==> config.mk <==
export PLATFORM = sky130hd
export DESIGN_NAME = fetch_sequencer
export DESIGN_NICKNAME = d
export VERILOG_FILES = /design/src/rtl/fetch_sequencer.sv
export SDC_FILE = /design/constraint.sdc
export NUM_CORES = 1
export LEC_CHECK = 0
export BUFFER_PORTS_ARGS = -buffer_cell sky130_fd_sc_hd__buf_2
export CAP_MARGIN = 20
export CORE_UTILIZATION = 48
export DETAILED_ROUTE_END_ITERATION = 16
export PLACE_DENSITY = 0.84
export SYNTH_ARGS = -nofsm -noshare
export SYNTH_HDL_FRONTEND = slang
export SYNTH_SLANG_ARGS = --single-unit
==> constraint.sdc <==
create_clock -name clk -period 2.6 [get_ports clk]
set_clock_uncertainty 0.15 [all_clocks]
set_input_delay 0.26 -clock clk [delete_from_list [all_inputs] [get_ports clk]]
set_output_delay 0.26 -clock clk [all_outputs]
set_load 0.05 [all_outputs]
==> src/rtl/fetch_sequencer.sv <==
// fetch_sequencer: instruction-cycle sequencer for the Nandy core.
//
// This block fetches one instruction byte into the instruction register. It then
// steps through the execute phases that the decoder consumes:
//   - inst[7]=1: two phases (cycle 0, then cycle 1);
//   - otherwise: one phase.
// It also owns the program counter, applies jumps when an instruction retires,
// and performs single-level interrupt entry with a saved return address.
//
// Ports:
//   clk, rst_n      clock and synchronous active-low reset
//   mem_rdata/ready instruction byte from memory and its valid flag
//   fetch_req       fetch request; the fetch address is pc
//   stall           holds the current execute phase
//   jump/long_jump  decoder jump controls, sampled only at commit
//   jump_target     new pc when a jump is taken at commit
//   cli/sti         clear/set the interrupt enable at commit (cli wins)
//   irq             level-sensitive interrupt request, checked at commit
//   inst, cycle     instruction register and current execute phase
//   exec_valid      high in both execute phases
//   commit          pulse in the cycle an instruction retires
//   pc, epc, ie     program counter, saved return pc, interrupt enable
module fetch_sequencer #(
  parameter int              PC_W       = 16,
  parameter logic [PC_W-1:0] RESET_PC   = '0,
  parameter logic [PC_W-1:0] IRQ_VECTOR = 16'h0004
) (
  input  logic            clk,
  input  logic            rst_n,
  input  logic [7:0]      mem_rdata,
  input  logic            mem_ready,
  output logic            fetch_req,
  input  logic            stall,
  input  logic            jump,
  input  logic            long_jump,
  input  logic [PC_W-1:0] jump_target,
  input  logic            cli,
  input  logic            sti,
  input  logic            irq,
  output logic [7:0]      inst,
  output logic            cycle,
  output logic            exec_valid,
  output logic            commit,
  output logic [PC_W-1:0] pc,
  output logic [PC_W-1:0] epc,
  output logic            ie
);

  typedef enum logic [1:0] {
    FETCH = 2'b00,
    EXEC0 = 2'b01,
    EXEC1 = 2'b10,
    IRQ   = 2'b11
  } state_t;

  state_t state;
  logic   ie_next;

  // Decode the phase outputs from the current state.
  // An instruction retires when its last phase is not stalled.
  always_comb begin
    fetch_req  = 1'b0;
    exec_valid = 1'b0;
    cycle      = 1'b0;
    commit     = 1'b0;
    case (state)
      FETCH: fetch_req = 1'b1;
      EXEC0: begin
        exec_valid = 1'b1;
        commit     = ~stall & ~inst[7];
      end
      EXEC1: begin
        exec_valid = 1'b1;
        cycle      = 1'b1;
        commit     = ~stall;
      end
      IRQ:     fetch_req = 1'b0;
      default: fetch_req = 1'b0;
    endcase
  end

  // Compute the interrupt enable that would result if the instruction retired now.
  // When both cli and sti are high, cli takes priority.
  always_comb begin
    if (cli) begin
      ie_next = 1'b0;
    end else if (sti) begin
      ie_next = 1'b1;
    end else begin
      ie_next = ie;
    end
  end

  // Sequencer state, program counter, instruction register and interrupt state.
  always_ff @(posedge clk) begin
    if (!rst_n) begin
      state <= FETCH;
      pc    <= RESET_PC;
      inst  <= 8'h00;
      epc   <= '0;
      ie    <= 1'b0;
    end else begin
      case (state)
        FETCH: begin
          if (mem_ready) begin
            inst  <= mem_rdata;
            pc    <= pc + PC_W'(1);
            state <= EXEC0;
          end
        end
        EXEC0: begin
          if (!stall && inst[7]) begin
            state <= EXEC1;
          end
        end
        EXEC1: begin
          // The retire step is applied by the commit branch below.
        end
        IRQ: begin
          // The pc here already includes any jump taken at the preceding commit.
          epc   <= pc;
          pc    <= IRQ_VECTOR;
          ie    <= 1'b0;
          state <= FETCH;
        end
        default: state <= FETCH;
      endcase

      if (commit) begin
        if (jump || long_jump) begin
          pc <= jump_target;
        end
        ie    <= ie_next;
        state <= (irq && ie_next) ? IRQ : FETCH;
      end
    end
  end

endmodule

==> impl_metrics.env, run 1 <==
export IMPL_arrival_ns=2.02
export IMPL_via_per_inst=5.24
export IMPL_vias=1848
export IMPL_swShare_pct=44.8
export IMPL_postSynthCellCount=225
export IMPL_dpl_hpwl_mm=3.51
export IMPL_path_cells="inv_1, ha_1, nor2b_1, o21ai_2, inv_1, buf_2"
export IMPL_crit_path_start_kind="flip-flop"
export IMPL_finalHoldViolCount=0
export IMPL_crit_slowest_cell="ha_1"
export IMPL_synth_flop_cell="dfxtp_1"
export IMPL_cts_buffers=5
export IMPL_wl_mm=4.63
export IMPL_drc_errors=0
export IMPL_h_tree_depth=2
export IMPL_rows=23
export IMPL_die_w_um=66.5
export IMPL_syn_nets=263
export IMPL_clockPowerShare_pct=21.2
export IMPL_grt_remaining_overflow=0
export IMPL_n_antenna_cell=0
export IMPL_grt_antenna_before_repair=0
export IMPL_clkTransAtPathRegs_ns=0.09
export IMPL_required_ns=2.19
export IMPL_netlist_area_um2=2000
export IMPL_peakVddDrop_uv=686
export IMPL_synth_edff_count=0
export IMPL_synth_seq_cells=43
export IMPL_p_comb_share_pct=45.4
export IMPL_n_fill_cell=349
export IMPL_cts_tree="built"
export IMPL_cts_sinks=43
export IMPL_yosysSeqAreaShare_pct=43.1
export IMPL_die_area_um2=4430
export IMPL_grt_max_degree=19
export IMPL_seqPwrFrac_pct=33.5
export IMPL_p_total_mw=2.45
export IMPL_clockBufferDepth=2
export IMPL_synthDistinctLibCells=37
export IMPL_endpoint_kind="output port"
export IMPL_fin_tns_setup_ns=0
export IMPL_p_per_area_nw_per_um2=964
export IMPL_portBuffers=77
export IMPL_hp_class="in -> reg"
export IMPL_holdWs_ns=0.00278
export IMPL_nets=340
export IMPL_power_switching_mw=1.10
export IMPL_cp_common_cell="inv_1"
export IMPL_crit_fanout=12
export IMPL_avgSynthCellArea_um2=8.89
export IMPL_finalWorstSetupSlack_ns=0.172
export IMPL_syn_to_final_growth_pct=26.8
export IMPL_core_um2=4000
export IMPL_worst_path_largest_cell_delay_ns=0.49
export IMPL_wl_per_cell_um=13.1
export IMPL_setup_viol=0
export IMPL_post_place_ws_ns=0.243
export IMPL_grt_pass1_wl_mm=7.36
export IMPL_grt_pass1_vias=1696
export IMPL_status="complete, no violations"
export IMPL_track_usage_pct=21.8
export IMPL_ioPinCount=78
export IMPL_maxCapViolCount=0
export IMPL_slew_viol_final=0
export IMPL_postCtsSetupRepairBufs=0
export IMPL_ys_warn_count=0
export IMPL_clk_latency_ns=0.30
export IMPL_drtIter0Drc=88
export IMPL_relSlewSlack_pct=39.0
export IMPL_clock_fmax_ghz=0.412
export IMPL_cts_hold_buf=0
export IMPL_gp_congestion=0.869
export IMPL_period_needed_ns=2.43
export IMPL_dr_pass1_iters=6
export IMPL_die_h_um=66.5
export IMPL_async_flop_share_pct=0
export IMPL_cts_resized=0
export IMPL_initial_core_util_pct=50.0
export IMPL_p_int_mw=1.35
export IMPL_p_leak_nw=1.17
export IMPL_worstMarginPinSlew_ns=0.911
export IMPL_drive_above_1_share_pct=32.3
export IMPL_grt_setup_unrepaired="false"
export IMPL_finalCritPeriodShare_pct=93.4
export IMPL_postRouteAntennaNets=0
export IMPL_root_buffer="clkbuf_8"
export IMPL_worstSetupPathType="reg -> out"
-- state kept, by name, summed over array words and instances, names as in the netlist --
register and flops:
state 2, pc 16, ie 1, epc 16, inst 8
-- kinds of logic after synthesis --
kind of cell               count (synthesis)  synth area share (%)
xor gates and xnor gates                  14                  6.13
AOI/OAI and AO/OA                         42                  13.3
DFF                                       43                  43.1
and+or+nand+nor                           86                  21.9
muxes                                     17                  8.51
adders and majority gates                  5                  3.13
buffers and inverters                     18                  4.01
-- power by group through the flow --
stage,clock [mW],combinational (mW),sequential (mW)
2_1_floorplan,0,0.730,1.01
3_3_place_gp,0,1.09,0.828
3_5_place_dp,0,1.11,0.832
4_1_cts,0.528,1.12,0.817
5_1_grt,0.554,1.19,0.829
6_report,0.518,1.11,0.818
-- worst max-delay path: cells and delay by family (launching register included) --
kind | cells | cell delay, ns
fa+ha+maj | 1 | 0.49
buf+inv | 3 | 0.41
flops | 1 | 0.38
simple gates | 1 | 0.27
compound gates | 1 | 0.16
-- metrics by stage --
stage / instance area (um^2) / std cells / utilization, %
global route: 2540 / 353 / 63.4
CTS: 2540 / 353 / 63.4
detailed placement: 2420 / 345 / 60.6
floorplan: 2000 / 225 / -
finish: 2540 / 353 / 63.4
global placement: 2420 / 345 / 60.6
-- cell usage after synthesis (all sizes together) (3+ instances only) --
cell type | count | share of area (%)
a21oi | 10 | 2.5
a31oi | 3 | 0.94
buf | 5 | 1.6
clkbuf | 6 | 1.1
dfxtp | 43 | 43
ha | 5 | 3.1
inv | 7 | 1.3
mux2i | 17 | 8.5
nand2 | 26 | 4.9
nand3 | 14 | 3.8
nor2 | 30 | 5.6
nor2b | 5 | 1.6
nor3 | 4 | 1.3
o211ai | 3 | 1.1
o21ai | 17 | 4.8
xnor2 | 5 | 2.2
xor2 | 9 | 3.9
-- metal layers --
metal | vias up | share of wire, % | GRT usage [%]
met4 | 0 | 2.2 | 9.57
met2 | 53 | 49 | 37.4
met1 | 855 | 44 | 25.9
met3 | 11 | 4.4 | 4.79
li1 | 929 | - | -
met5 | - | 0 | 0
-- area by class of cell --
cell class / instances / area [um^2] / share of cell area, %
clock inverter: 3 / 43.8 / 1.73
sequential: 43 / 861 / 33.9
tap: 50 / 62.6 / 2.47
clock buffer: 5 / 68.8 / 2.71
multi-input combinational: 164 / 1060 / 41.7
inverter: 7 / 26.3 / 1.04
timing repair buffer: 81 / 415 / 16.4
-- cell usage in the layout (no fill, tap or decap), types with 4 or more instances in the layout --
cell type	count
nand3_1	13
buf_4	4
o21ai_1	11
mux2i_1	17
clkbuf_8	5
ha_1	5
nor2b_1	5
a21oi_1	10
inv_1	7
buf_2	77
nor2_1	30
nand2_1	26
dfxtp_1	43
xnor2_1	5
xor2_1	9
-- final timing paths --
kind | start | end | slack [ns] | cells past startpoint
max | state[0] | commit | 0.17 | 6
max reg2reg | state[0] | pc[10] | 0.23 | 6
min | jump_target[6] | pc[6] | 0.003 | 3
min reg2reg | inst[2] | inst[2] | 0.30 | 2
Power figures use the tool's default switching activity.
==> run 2, diff against run 1 <==
==> config.mk (replaced) <==
export PLATFORM = sky130hd
export DESIGN_NAME = fetch_sequencer
export DESIGN_NICKNAME = d
export VERILOG_FILES = /design/src/rtl/fetch_sequencer.sv
export SDC_FILE = /design/constraint.sdc
export NUM_CORES = 1
export LEC_CHECK = 0
export CAP_MARGIN = 20
export CORE_UTILIZATION = 48
export DETAILED_ROUTE_END_ITERATION = 16
export DONT_BUFFER_PORTS = 1
export PLACE_DENSITY = 0.68
export SYNTH_ARGS = -nofsm -noshare
export SYNTH_HDL_FRONTEND = slang
export SYNTH_SLANG_ARGS = --single-unit
==> run 2 against run 1 <==
  * Sequential power rose by 7.3%
  * Clock-buffer cell count did not move
  * Largest cell class unchanged
  * Maximum frequency rose by 0.28%
  * Combinational power barely moved
  * Sequential share of layout area fell by 0.79 points
  * Routed wire length rose by 5.8%
  * Utilization rose by 1.5 points
==> impl_metrics.env, run 2 (synthesis gave the netlist of run 1 again) <==
export IMPL_status="complete, no violations"
export IMPL_postRouteAntennaNets=0
export IMPL_die_w_um=66.5
export IMPL_seqPwrFrac_pct=34.7
export IMPL_initial_core_util_pct=50.0
export IMPL_rows=23
export IMPL_worst_r2r_setup_slack_ns=0.22
export IMPL_wl_per_cell_um=15.1
export IMPL_cts_sinks=43
export IMPL_cts_buffers=5
export IMPL_fin_tns_setup_ns=0
export IMPL_via_per_inst=5.41
export IMPL_cp_common_cell="inv_1"
export IMPL_peakVddDrop_uv=676
export IMPL_dr_pass1_iters=5
export IMPL_clockPowerShare_pct=20.6
export IMPL_root_buffer="clkbuf_8"
export IMPL_grt_pass1_wl_mm=7.73
export IMPL_crit_slowest_cell="ha_1"
export IMPL_relSlewSlack_pct=36.9
export IMPL_die_area_um2=4430
export IMPL_crit_end="commit"
export IMPL_p_total_mw=2.53
export IMPL_grt_max_degree=19
export IMPL_p_per_area_nw_per_um2=975
export IMPL_maxCapViolCount=0
export IMPL_track_usage_pct=23.3
export IMPL_period_needed_ns=2.42
export IMPL_dpl_hpwl_mm=3.34
export IMPL_grt_remaining_overflow=0
export IMPL_clock_fmax_ghz=0.413
export IMPL_crit_fanout=12
export IMPL_p_comb_share_pct=44.7
export IMPL_p_int_mw=1.42
export IMPL_syn_to_final_growth_pct=29.8
export IMPL_setup_viol=0
export IMPL_crit_path_start_kind="flip-flop"
export IMPL_swShare_pct=44.1
export IMPL_required_ns=2.19
export IMPL_die_h_um=66.5
export IMPL_worstSetupPathType="reg -> out"
export IMPL_grt_antenna_before_repair=0
export IMPL_clk_latency_ns=0.30
export IMPL_layout_common_cells="dfxtp_1 (43), nor2_1 (30), dlygate4sd3_1 (29), nand2_1 (26), buf_4 (22)"
export IMPL_portBuffers=0
export IMPL_grt_pass1_vias=1691
export IMPL_h_tree_depth=2
export IMPL_reg_top3="epc x16, pc x16, inst x8"
export IMPL_grtUsageMet3_pct=7.71
export IMPL_finalHoldViolCount=0
export IMPL_r2r_start="state[0]"
export IMPL_drtIter0Drc=73
export IMPL_cts_tree="built"
export IMPL_ioPinCount=78
export IMPL_clockBufferDepth=2
export IMPL_grt_busiest_layer="met2"
export IMPL_grt_util_met1_pct=27.1
export IMPL_p_leak_nw=1.02
export IMPL_r2r_end="pc[11]"
export IMPL_worstMarginPinSlew_ns=0.943
export IMPL_endpoint_kind="output port"
export IMPL_grt_setup_unrepaired="false"
export IMPL_hp_class="in -> reg"
export IMPL_path_cells="inv_1, ha_1, nor2b_1, o21ai_2, inv_1, buf_12"
export IMPL_nets=311
export IMPL_slew_viol_final=0
export IMPL_postCtsSetupRepairBufs=0
export IMPL_wl_mm=4.90
export IMPL_power_switching_mw=1.12
export IMPL_drc_errors=0
export IMPL_use_met2_pct=39.9
export IMPL_cp_startpoint="state[0]"
export IMPL_vias=1752
export IMPL_core_um2=4000
export IMPL_drive_above_1_share_pct=14.6
export IMPL_worst_path_largest_cell_delay_ns=0.50
export IMPL_finalCritPeriodShare_pct=93.1
export IMPL_n_antenna_cell=0
export IMPL_final_common_cell="dfxtp_1"
export IMPL_arrival_ns=2.01
export IMPL_gp_congestion=0.742
export IMPL_r2r_cells=6
export IMPL_clkTransAtPathRegs_ns=0.08
run 2: final cells by class:
cell class / count / area [um^2]
Fill cell: 350 / 1400
Multi-Input combinational cell: 164 / 1060
Sequential cell: 43 / 861
Timing Repair Buffer: 52 / 475
Clock buffer: 5 / 68.8
Tap cell: 50 / 62.6
Clock inverter: 3 / 43.8
Inverter: 7 / 26.3
run 2: how the worst min path moves through the flow:
stage                          startpoint     end  slack [ns]  cells after the start
after global routing       jump_target[1]   pc[1]        0.02                      2
final                           mem_ready   pc[1]        0.01                      2
after global placement     jump_target[5]   pc[5]        0.23                      2
after detailed placement   jump_target[5]   pc[5]        0.23                      2
after floorplan           jump_target[13]  pc[13]        0.22                      2
after CTS                       mem_ready   pc[1]      0.0004                      2
run 2: per-layer routing:
layer | part of all wire, % | up-vias
li1 | - | 869
met1 | 42 | 801
met2 | 49 | 73
met3 | 7.0 | 9
met4 | 1.6 | 0
met5 | 0 | -
run 2: power groups by stage:
stage / clock network [mW] / logic, mW / registers, mW
after global routing: 0.564 / 1.21 / 0.892
after detailed placement: 0 / 1.08 / 0.892
after CTS: 0.535 / 1.13 / 0.877
final: 0.522 / 1.13 / 0.878
after global placement: 0 / 1.06 / 0.887
after floorplan: 0 / 0.730 / 1.01
run 2: timing repair:
item	in CTS	in global routing
hold buffers	29	0
hold endpoints to repair	26	0
gates resized for setup	0	0
run 2: per-stage QoR:
| step | setup WS (ns) | hold WS, ns | cell area, um^2 | utilization [%] | instances |
|---|---|---|---|---|---|
| final | 0.179 | 0.0115 | 2600 | 64.9 | 324 |
| after global placement | 0.321 | 0.229 | 2190 | 54.8 | 287 |
| after CTS | 0.167 | 0.000410 | 2600 | 64.9 | 324 |
| after detailed placement | 0.226 | 0.233 | 2190 | 54.8 | 287 |
| after floorplan | 0.341 | 0.223 | 2000 | - | 225 |
| after global routing | 0.0362 | 0.0178 | 2600 | 64.9 | 324 |
run 2: critical path, delay by kind of cell, from the launching register on:
family	cells	cell delay [ns]
adders and majority gates	1	0.50
DFF	1	0.40
buffers and inverters	3	0.38
and+or+nand+nor	1	0.27
AOI/OAI and AO/OA	1	0.16
